==> src/rtl/mem_pkg.sv <==
// Shared types and helpers for the memory-access stage: access sizes,
// FSM states, byte-enable masks and alignment rules.
package mem_pkg;

  typedef enum logic [1:0] {
    BYTE = 2'd0,
    HALF = 2'd1,
    WORD = 2'd2
  } mem_size_t;

  typedef enum logic {
    IDLE = 1'b0,
    BUSY = 1'b1
  } mem_state_t;

  localparam logic [3:0] BE_BYTE    = 4'b0001;
  localparam logic [3:0] BE_HALF_LO = 4'b0011;
  localparam logic [3:0] BE_HALF_HI = 4'b1100;
  localparam logic [3:0] BE_WORD    = 4'b1111;

  // The unused size encoding behaves like WORD everywhere in this stage.
  function automatic logic isMisaligned(input mem_size_t size, input logic [1:0] offset);
    case (size)
      BYTE:    return 1'b0;
      HALF:    return offset[0];
      default: return (offset != 2'b00);
    endcase
  endfunction

  function automatic logic [3:0] laneMask(input mem_size_t size, input logic [1:0] offset);
    case (size)
      BYTE:    return BE_BYTE << offset;
      HALF:    return offset[1] ? BE_HALF_HI : BE_HALF_LO;
      default: return BE_WORD;
    endcase
  endfunction

endpackage

==> src/rtl/mem_load_align.sv <==
// Load-data extraction: shifts the addressed lane down, truncates to the
// access size, then sign- or zero-extends to 32 bits.
module mem_load_align
  import mem_pkg::*;
(
  input  logic [31:0] RData,
  input  logic [1:0]  Offset,
  input  mem_size_t   Size,
  input  logic        Signed,
  output logic [31:0] Data
);

  logic [31:0] shifted;

  always_comb begin
    shifted = RData >> {Offset, 3'b000};
    case (Size)
      BYTE:    Data = {{24{Signed & shifted[7]}}, shifted[7:0]};
      HALF:    Data = {{16{Signed & shifted[15]}}, shifted[15:0]};
      default: Data = shifted;
    endcase
  end

endmodule

==> src/rtl/mem_stage.sv <==
// Memory-access pipeline stage: drives a req/ack data port, stalls upstream
// while a transaction is outstanding, and registers the write-back bundle.
module mem_stage
  import mem_pkg::*;
#(
  parameter int unsigned TIMEOUT = 255,
  parameter int unsigned TO_W    = 8
) (
  input  logic        Clock,
  input  logic        Reset,
  input  logic [31:0] ALUIn,
  input  logic [31:0] RtDataIn,
  input  logic [4:0]  RAddrIn,
  input  logic        RegWriteIn,
  input  logic        MemReadIn,
  input  logic        MemtoRegIn,
  input  logic        MemWriteIn,
  input  mem_size_t   MemSize,
  input  logic        MemSigned,
  output logic [31:0] MemAddr,
  output logic [31:0] MemWData,
  output logic [3:0]  MemBE,
  output logic        MemReq,
  output logic        MemWe,
  input  logic [31:0] MemRData,
  input  logic        MemAck,
  output logic        Stall,
  output logic [31:0] WBData,
  output logic [4:0]  WBAddr,
  output logic        WBRegWrite,
  output logic        AddrErr,
  output logic        BusErr
);

  localparam logic [TO_W-1:0] CntLast = TO_W'(TIMEOUT - 1);

  mem_state_t      state_q, state_d;
  logic [TO_W-1:0] cnt_q, cnt_d;

  mem_size_t   size_q, size_d;
  logic        signed_q, signed_d;
  logic [1:0]  offset_q, offset_d;
  logic [4:0]  raddr_q, raddr_d;
  logic        memtoReg_q, memtoReg_d;
  logic        regWrite_q, regWrite_d;
  logic        isWrite_q, isWrite_d;
  logic [31:0] aluVal_q, aluVal_d;

  logic        memReq_q, memReq_d;
  logic        memWe_q, memWe_d;
  logic [3:0]  memBE_q, memBE_d;
  logic [31:0] memAddr_q, memAddr_d;
  logic [31:0] memWData_q, memWData_d;

  logic [31:0] wbData_q, wbData_d;
  logic [4:0]  wbAddr_q, wbAddr_d;
  logic        wbRegWrite_q, wbRegWrite_d;
  logic        addrErr_q, addrErr_d;
  logic        busErr_q, busErr_d;

  logic        access;
  logic        timeoutHit;
  logic [31:0] storeData;
  logic [31:0] loadData;

  assign access     = MemReadIn | MemWriteIn;
  assign timeoutHit = (cnt_q == CntLast);

  mem_load_align u_load_align (
    .RData  (MemRData),
    .Offset (offset_q),
    .Size   (size_q),
    .Signed (signed_q),
    .Data   (loadData)
  );

  always_comb begin
    case (MemSize)
      BYTE:    storeData = {4{RtDataIn[7:0]}};
      HALF:    storeData = {2{RtDataIn[15:0]}};
      default: storeData = RtDataIn;
    endcase
  end

  // Request outputs and write-back default to holding; WB write enable and
  // error pulses default low so every non-updating cycle is a bubble.
  always_comb begin
    state_d      = state_q;
    cnt_d        = cnt_q;
    size_d       = size_q;
    signed_d     = signed_q;
    offset_d     = offset_q;
    raddr_d      = raddr_q;
    memtoReg_d   = memtoReg_q;
    regWrite_d   = regWrite_q;
    isWrite_d    = isWrite_q;
    aluVal_d     = aluVal_q;
    memReq_d     = memReq_q;
    memWe_d      = memWe_q;
    memBE_d      = memBE_q;
    memAddr_d    = memAddr_q;
    memWData_d   = memWData_q;
    wbData_d     = wbData_q;
    wbAddr_d     = wbAddr_q;
    wbRegWrite_d = 1'b0;
    addrErr_d    = 1'b0;
    busErr_d     = 1'b0;
    Stall        = 1'b0;

    case (state_q)
      IDLE: begin
        if (!access) begin
          wbData_d     = ALUIn;
          wbAddr_d     = RAddrIn;
          wbRegWrite_d = RegWriteIn;
        end else if (isMisaligned(MemSize, ALUIn[1:0])) begin
          addrErr_d = 1'b1;
        end else begin
          Stall      = 1'b1;
          size_d     = MemSize;
          signed_d   = MemSigned;
          offset_d   = ALUIn[1:0];
          raddr_d    = RAddrIn;
          memtoReg_d = MemtoRegIn;
          regWrite_d = RegWriteIn;
          isWrite_d  = MemWriteIn;
          aluVal_d   = ALUIn;
          memReq_d   = 1'b1;
          memWe_d    = MemWriteIn;
          memBE_d    = laneMask(MemSize, ALUIn[1:0]);
          memAddr_d  = {ALUIn[31:2], 2'b00};
          memWData_d = storeData;
          cnt_d      = '0;
          state_d    = BUSY;
        end
      end
      BUSY: begin
        // An ack arriving on the final counted cycle still completes normally.
        if (MemAck) begin
          memReq_d     = 1'b0;
          memWe_d      = 1'b0;
          cnt_d        = '0;
          state_d      = IDLE;
          wbAddr_d     = raddr_q;
          wbRegWrite_d = regWrite_q;
          wbData_d     = (!isWrite_q && memtoReg_q) ? loadData : aluVal_q;
        end else if (timeoutHit) begin
          memReq_d = 1'b0;
          memWe_d  = 1'b0;
          busErr_d = 1'b1;
          cnt_d    = '0;
          state_d  = IDLE;
        end else begin
          Stall = 1'b1;
          cnt_d = cnt_q + 1'b1;
        end
      end
      default: state_d = IDLE;
    endcase
  end

  always_ff @(posedge Clock) begin
    if (Reset) begin
      state_q      <= IDLE;
      cnt_q        <= '0;
      size_q       <= BYTE;
      signed_q     <= 1'b0;
      offset_q     <= 2'b00;
      raddr_q      <= '0;
      memtoReg_q   <= 1'b0;
      regWrite_q   <= 1'b0;
      isWrite_q    <= 1'b0;
      aluVal_q     <= '0;
      memReq_q     <= 1'b0;
      memWe_q      <= 1'b0;
      memBE_q      <= '0;
      memAddr_q    <= '0;
      memWData_q   <= '0;
      wbData_q     <= '0;
      wbAddr_q     <= '0;
      wbRegWrite_q <= 1'b0;
      addrErr_q    <= 1'b0;
      busErr_q     <= 1'b0;
    end else begin
      state_q      <= state_d;
      cnt_q        <= cnt_d;
      size_q       <= size_d;
      signed_q     <= signed_d;
      offset_q     <= offset_d;
      raddr_q      <= raddr_d;
      memtoReg_q   <= memtoReg_d;
      regWrite_q   <= regWrite_d;
      isWrite_q    <= isWrite_d;
      aluVal_q     <= aluVal_d;
      memReq_q     <= memReq_d;
      memWe_q      <= memWe_d;
      memBE_q      <= memBE_d;
      memAddr_q    <= memAddr_d;
      memWData_q   <= memWData_d;
      wbData_q     <= wbData_d;
      wbAddr_q     <= wbAddr_d;
      wbRegWrite_q <= wbRegWrite_d;
      addrErr_q    <= addrErr_d;
      busErr_q     <= busErr_d;
    end
  end

  assign MemReq     = memReq_q;
  assign MemWe      = memWe_q;
  assign MemBE      = memBE_q;
  assign MemAddr    = memAddr_q;
  assign MemWData   = memWData_q;
  assign WBData     = wbData_q;
  assign WBAddr     = wbAddr_q;
  assign WBRegWrite = wbRegWrite_q;
  assign AddrErr    = addrErr_q;
  assign BusErr     = busErr_q;

endmodule
==> config.mk <==
export PLATFORM = sky130hd
export DESIGN_NAME = mem_stage
export DESIGN_NICKNAME = d
export VERILOG_FILES = /design/src/rtl/mem_pkg.sv /design/src/rtl/mem_load_align.sv /design/src/rtl/mem_stage.sv
export SDC_FILE = /design/constraint.sdc
export NUM_CORES = 1
export LEC_CHECK = 0
export CAP_MARGIN = 40
export CORE_AREA = 2 2 143 159
export DETAILED_ROUTE_END_ITERATION = 8
export DIE_AREA = 0 0 145 161
export PLACE_DENSITY = 0.61
export SETUP_SLACK_MARGIN = 0.3
export SYNTH_ARGS = -nofsm -noshare
export SYNTH_HDL_FRONTEND = slang
export SYNTH_HIERARCHICAL = 1
export SYNTH_SLANG_ARGS = --single-unit
==> constraint.sdc <==
create_clock -name Clock -period 4.4 [get_ports Clock]
set_input_delay 0.66 -clock Clock [delete_from_list [all_inputs] [get_ports Clock]]
set_output_delay 0.66 -clock Clock [all_outputs]
set_load 0.01 [all_outputs]
==> results of run 1 <==
## final cells by class
type / instances / area (um2)
Fill cell: 2091 / 12500
Multi-Input combinational cell: 458 / 3300
Sequential cell: 130 / 2600
Timing Repair Buffer: 233 / 2310
Clock buffer: 21 / 470
Tap cell: 295 / 369
Clock inverter: 11 / 175
Inverter: 5 / 18.8
## state kept, by name, indices dropped and copies added (netlist names), 2 cells and up
| signal | flops |
|---|---|
| WBData | 32 |
| WBAddr | 5 |
| MemWData | 32 |
| raddr_q | 5 |
| cnt_q | 8 |
| MemBE | 4 |
| aluVal_q | 31 |
| size_q | 2 |
## critical path, delay by kind of cell
kind,cells,cell delay (ns)
buffers and inverters,2,1.29
and+or+nand+nor,3,0.69
## layer usage
metal | vias to the layer above | routed length [um]
li1 | 2799 | -
met1 | 2691 | 9310
met2 | 220 | 9750
met3 | 13 | 1880
met4 | 0 | 187
met5 | - | 0
## power groups by stage
stage                     combinational (W)  sequential [W]  clock, W
after floorplan                    0.000388         0.00136         0
after global placement             0.000734         0.00136         0
after detailed placement           0.000736         0.00136         0
after CTS                          0.000740         0.00134   0.00160
after global routing               0.000792         0.00135   0.00164
final                              0.000732         0.00134   0.00156
## through the flow
stage                     hold WS, ns  utilization [%]  std cells  setup slack (ns)
final                           0.454             42.5       1153              1.08
after global routing            0.471             42.5       1153             0.988
after CTS                       0.458             42.5       1153              1.09
after detailed placement        0.447             39.5       1121              1.09
after global placement          0.442             39.5       1120              1.11
after floorplan                 0.439                -        679              2.33
## cells by family after synthesis
family                     Yosys count
DFF                                130
xor gates and xnor gates             4
and+or+nand+nor                    137
adders and majority gates            2
buffers and inverters               91
muxes                               81
AOI/OAI and AO/OA                  232
other                                1
## placed cells by master, fill, tap and decap left out, types with 4 or more instances in the layout
master / netlist / layout
a211oi_1: 17 / 17
a21boi_0: 7 / 7
a21oi_1: 61 / 61
a22o_1: 81 / 81
and2_1: 4 / 4
buf_4: 34 / 13
bufinv_16: 0 / 4
clkbuf_16: 0 / 17
clkdlybuf4s50_1: 0 / 219
dfxtp_1: 130 / 129
inv_1: 5 / 5
mux2i_1: 79 / 79
nand2_1: 32 / 32
nand2b_1: 4 / 4
nor2_1: 54 / 53
nor2b_1: 11 / 10
nor3_1: 4 / 4
o21ai_0: 15 / 15
o21ai_1: 4 / 4
o22ai_1: 6 / 6
o2bb2ai_1: 19 / 19
or2_2: 6 / 6
or3_1: 4 / 4
## final timing paths
check / from / endpoint / slack [ns] / cells after the start
max: ALUIn[0] / Stall / 1.08 / 5
min: MemWe$_SDFFE_PP0P_ / MemWe$_SDFFE_PP0P_ / 0.45 / 2
max reg2reg: state_q$_SDFF_PP0_ / cnt_q[2]$_SDFFE_PP0P_ / 1.74 / 5
min reg2reg: MemWe$_SDFFE_PP0P_ / MemWe$_SDFFE_PP0P_ / 0.45 / 2
==> reports/summary.txt, run 1 <==
Pin count of the biggest net entering global routing - 45
Synth top area share - 40.3%
# diodes - 0
Leak Pwr - 3.38 nW
Largest family of logic cells by synthesized area - compound AO/OA/AOI/OAI gates
Finish-stage setup viols - 0
Peak supply drop - 269 uV
Max-slew violations - 0
Share of layout cells above drive strength 1 - 8.04%
Switching component of the power - 0.000981 W
RSZ-0062 raised after global routing - no
Total setup buffers inserted after CTS - 0
Synthesis-stage register bit count - 130
Critical Path AT - 2.66 ns
Die height - 161 um
Vias/cell - 4.96
Dominant cell type by area after synthesis - dfxtp_1
Status - finished clean
Synth Area in Compound Gates - 26.8%
Crit-path cells - clkdlybuf4s50_1 > and2_1 > nor3_4 > or2_1 > clkdlybuf4s50_1
P&R area growth vs syn - 43.3%
Num CTS Buffers - 17
Power Total - 0.00363 W
Final #Nets - 958
Kind of critical path - in -> out
Synth Area in XOR/XNOR - 0.543%
Gate Count Post-Synth - 678
Synth Area in Adders - 0.388%
Max cap viols - 0
Cell mode on critical path - clkdlybuf4s50_1
Final period utilization - 75.5%
Switching Fraction - 27.0%
Synth area leaders - dfxtp_1 40%, mux2i_1 12%, a22o_1 11%, a21oi_1 4.7%, buf_4 4.0%
Logic pwr share - 20.2%
Max-slew headroom - 45.2%
Yosys warning count - 6
Post-cts sizing count - 0
Worst path slowest cell - clkdlybuf4s50_1
Die width - 145 um
Synth cell types - 58
CP peak stage delay - 0.81 ns
Num ports - 222
Post-layout min period - 3.32 ns
Iter 0 DRT Violations - 392
Internal - 0.00265 W
CTS sink cnt - 130
Clock-pin slew on the worst setup and hold paths - 0.06 ns
Clk pwr share - 43.0%
Clk buf depth - 2
Half-perimeter wire length after placement - 15200 um
Initial antenna violation count - 0
Via count - 5723
Initial Utilization - 29.7%
DRC Markers - 0
Cell Area, Synth - 0.00645 mm2
Clock Tree Root - clkbuf_16
Most frequent cells after synthesis - 130 x dfxtp_1, 81 x a22o_1, 79 x mux2i_1
GR Layer Usage met1 - 22.4%
Top-count cell post-synth - dfxtp_1
Worst-path maximum fanout - 11
CTS tree - built
Vias in the first global route - 5715
H-tree levels - 4
Syn_area_per_cell - 9.52 um2
Post-synthesis simple-gate area fraction - 10.4%
GRT Max-Usage Layer - met2
Final Hold Fails - 0
Seq pwr share - 36.8%
Final ANT Viol Nets - 0
Pwr dens - 393 mW/mm2
Gr ovfl total - 0
Asr flop ratio synth - 0%
Maximum clock rate - 0.301 GHz
Post-synth EDFFs - 0
Cts hold-fix bufs - 0
Crit path required time - 3.74 ns
Clock skew - 0.00909 ns
Share of synthesized area spent on multiplexers - 12.7%
CORE AREA - 0.0218 mm2
I/O Buffers - 219
Worst hold path class - reg -> reg
Worst skew pair latency - 0.42 ns
Seq/Total Area, Yosys - 40.3%
TritonRoute pass-1 iters - 4
Critical Path Sink Type - output pin
WL/cell - 18.3 um
Met3 usage - 6.19%
Die ar. - 0.0233 mm2
Setup TNS - 0 ns
Critical Path Start Type - input port
Worst-Margin Slew - 0.821 ns
Post-DP Area - 0.00860 mm2
Global routing met2 resource utilization - 29.4%
Total track usage - 17.9%
Final WL - 21100 um
GPL Wtd Cong - 0.806
Top_reg_cell synth - dfxtp_1
Rows - 57
Post-route cell area - 0.00925 mm2
First-pass GRT wire length - 32700 um
No activity file was read; power rests on OpenSTA's default activity.
==> run 2, diff against run 1 <==
--- a/config.mk
+++ b/config.mk
@@ -9,7 +9,7 @@
 export CORE_AREA = 2 2 143 159
 export DETAILED_ROUTE_END_ITERATION = 8
 export DIE_AREA = 0 0 145 161
-export PLACE_DENSITY = 0.61
+export PLACE_DENSITY = 0.64
 export SETUP_SLACK_MARGIN = 0.3
 export SYNTH_ARGS = -nofsm -noshare
 export SYNTH_HDL_FRONTEND = slang
==> constraint.sdc (replaced) <==
create_clock -name Clock -period 2.8 [get_ports Clock]
set_input_delay 0.42 -clock Clock [delete_from_list [all_inputs] [get_ports Clock]]
set_output_delay 0.42 -clock Clock [all_outputs]
set_load 0.01 [all_outputs]
==> reports/summary.txt, run 2 (synthesis gave the netlist of run 1 again) <==
Peak supply drop - 377 uV (+40%)
CTS sink cnt - 130 (unchanged)
I/O Buffers - 219 (unchanged)
H-tree levels - 4 (unchanged)
Final Hold Fails - 0 (unchanged)
Die height - 161 um (unchanged)
Critical Path AT - 2.57 ns (-0.09 ns)
Max cap viols - 0 (unchanged)
Worst hold path class - reg -> reg
Max-slew violations - 0 (unchanged)
WL/cell - 18.6 um (+1.2%)
Pin count of the biggest net entering global routing - 45 (unchanged)
Endpoint, Worst Hold - MemWData[30]$_SDFFE_PP0P_
Final WL - 21600 um (+2.4%)
Vias/cell - 4.92 (-0.80%)
Worst R2R End - WBData[26]$_SDFFE_PP0P_
Flop2flop setup slack - 0.54 ns (-1.20 ns)
Post-cts sizing count - 4 (+4)
Post-DP Area - 0.00868 mm2 (+0.90%)
First-pass GRT wire length - 33400 um (+2.0%)
Share of layout cells above drive strength 1 - 9.66% (+1.6 points)
Half-perimeter wire length after placement - 15800 um (+4.0%)
Finish-stage setup viols - 0 (unchanged)
Reg-to-reg startpoint - aluVal_q[1]$_SDFFE_PP0P_
Clock Tree Root - clkbuf_16
Worst skew pair latency - 0.42 ns (about the same)
Num ports - 222 (unchanged)
Crit path required time - 3.11 ns (-0.63 ns)
CTS tree - built
RSZ-0062 raised after global routing - no
Leak Pwr - 3.42 nW (+1.4%)
Status - finished clean
Post-layout min period - 2.26 ns
Gr ovfl total - 0 (unchanged)
Maximum clock rate - 0.443 GHz
GPL Wtd Cong - 0.806 (about the same)
Clock-pin slew on the worst setup and hold paths - 0.06 ns (about the same)
Final ANT Viol Nets - 0 (unchanged)
Hold path start - MemWData[30]$_SDFFE_PP0P_
Cts hold-fix bufs - 0 (unchanged)
Num CTS Buffers - 17 (unchanged)
Total track usage - 18.3% (+0.41 points)
Via count - 5741 (+0.31%)
Initial antenna violation count - 1 (+1)
Final #Nets - 970 (+1.3%)
Worst-path maximum fanout - 16 (+5)
Pwr dens - 597 mW/mm2 (+52%)
Worst-Margin Slew - 0.717 ns (-0.105 ns)
Commonest cells after routing, fill and taps aside - 217 x clkdlybuf4s50_1, 129 x dfxtp_1, 81 x a22o_1
Iter 0 DRT Violations - 308 (-21%)
TritonRoute pass-1 iters - 4 (unchanged)
Max-slew headroom - 52.2% (+7.0 points)
Critical Path Sink Type - flip-flop
P&R area growth vs syn - 43.9%
Rows - 57 (unchanged)
Initial Utilization - 29.7% (unchanged)
Reg2Reg Depth - 7 (+2)
Critical Path Start Type - flip-flop
DRC Markers - 0 (unchanged)
Vias in the first global route - 5909 (+3.4%)
Hold depth - 2 (unchanged)
CORE AREA - 0.0218 mm2 (unchanged)
Die width - 145 um (unchanged)
Clk buf depth - 2 (unchanged)
Setup TNS - 0 ns (unchanged)
Commonest non-fill, non-tap cell in the layout - clkdlybuf4s50_1
Post-route cell area - 0.00929 mm2 (+0.46%)
Die ar. - 0.0233 mm2 (unchanged)
Final period utilization - 80.6%
Kind of critical path - reg -> reg
Clock skew - 0.0113 ns (+0.00217 ns)
Total setup buffers inserted after CTS - 0 (unchanged)
==> run 2: cell count changes in the layout (fill, tap and decap cells not counted), moves of 2 or more <==
cell	before	now
buf_4	13	26
inv_6	2	7
clkbuf_8	3	0
bufinv_16	4	2
clkdlybuf4s50_1	219	217
clkinv_4	2	4
==> run 2: metrics by stage <==
stage	utilization (%)	std cells	power, W	hold slack, ns	setup slack (ns)
finish	42.7	1166	0.00555	0.452	0.542
detailed placement	39.9	1133	0.00332	0.446	0.259
global placement	39.9	1132	0.00331	0.442	0.273
CTS	42.7	1165	0.00561	0.454	0.308
floorplan	-	679	0.00275	0.439	1.01
global route	42.7	1165	0.00580	0.478	0.326
==> run 2: how the worst max path moves through the flow <==
| stage | cells after the start | start | slack, ns | endpoint |
|---|---|---|---|---|
| 2_1_floorplan | 8 | aluVal_q[1]$_SDFFE_PP0P_ | 1.01 | WBData[23]$_SDFFE_PP0P_ |
| 3_5_place_dp | 7 | MemRData[31] | 0.26 | WBData[29]$_SDFFE_PP0P_ |
| 3_3_place_gp | 5 | MemSize[0] | 0.27 | Stall |
| 4_1_cts | 5 | ALUIn[0] | 0.31 | Stall |
| 5_1_grt | 7 | aluVal_q[1]$_SDFFE_PP0P_ | 0.33 | WBData[29]$_SDFFE_PP0P_ |
| 6_report | 7 | aluVal_q[1]$_SDFFE_PP0P_ | 0.54 | WBData[26]$_SDFFE_PP0P_ |
==> run 2: layer usage <==
| layer | share of wire [%] | vias up | global-route usage, % |
|---|---|---|---|
| met5 | 0 | - | 0 |
| met4 | 1.3 | 0 | 4.82 |
| li1 | - | 2818 | - |
| met1 | 43 | 2674 | 21.9 |
| met2 | 48 | 226 | 31.1 |
| met3 | 7.7 | 23 | 6.47 |
==> run 2: final cells by class <==
class                           count  area (um2)
Fill cell                        2122       12500
Multi-Input combinational cell    458        3310
Antenna cell                        1        2.50
Clock buffer                       17         425
Tap cell                          295         369
Timing Repair Buffer              245        2390
Inverter                            5        18.8
Sequential cell                   130        2600
Clock inverter                     15         171
==> run 2: where the power goes <==
group | internal (W) | total (W) | switching [W]
clock network | 0.00134 | 0.00228 | 0.000939
registers | 0.00199 | 0.00208 | 0.0000948
logic | 0.000616 | 0.00119 | 0.000573
==> run 2: worst max-delay path, cell delays in order, from the launching register on <==
cell and delay [ns]:
dfxtp_1 0.40, buf_4 0.27, mux2_4 0.35, o221ai_4 0.45, o2bb2ai_1 0.22, mux2i_1 0.18
a21oi_1 0.09, a22o_1 0.19
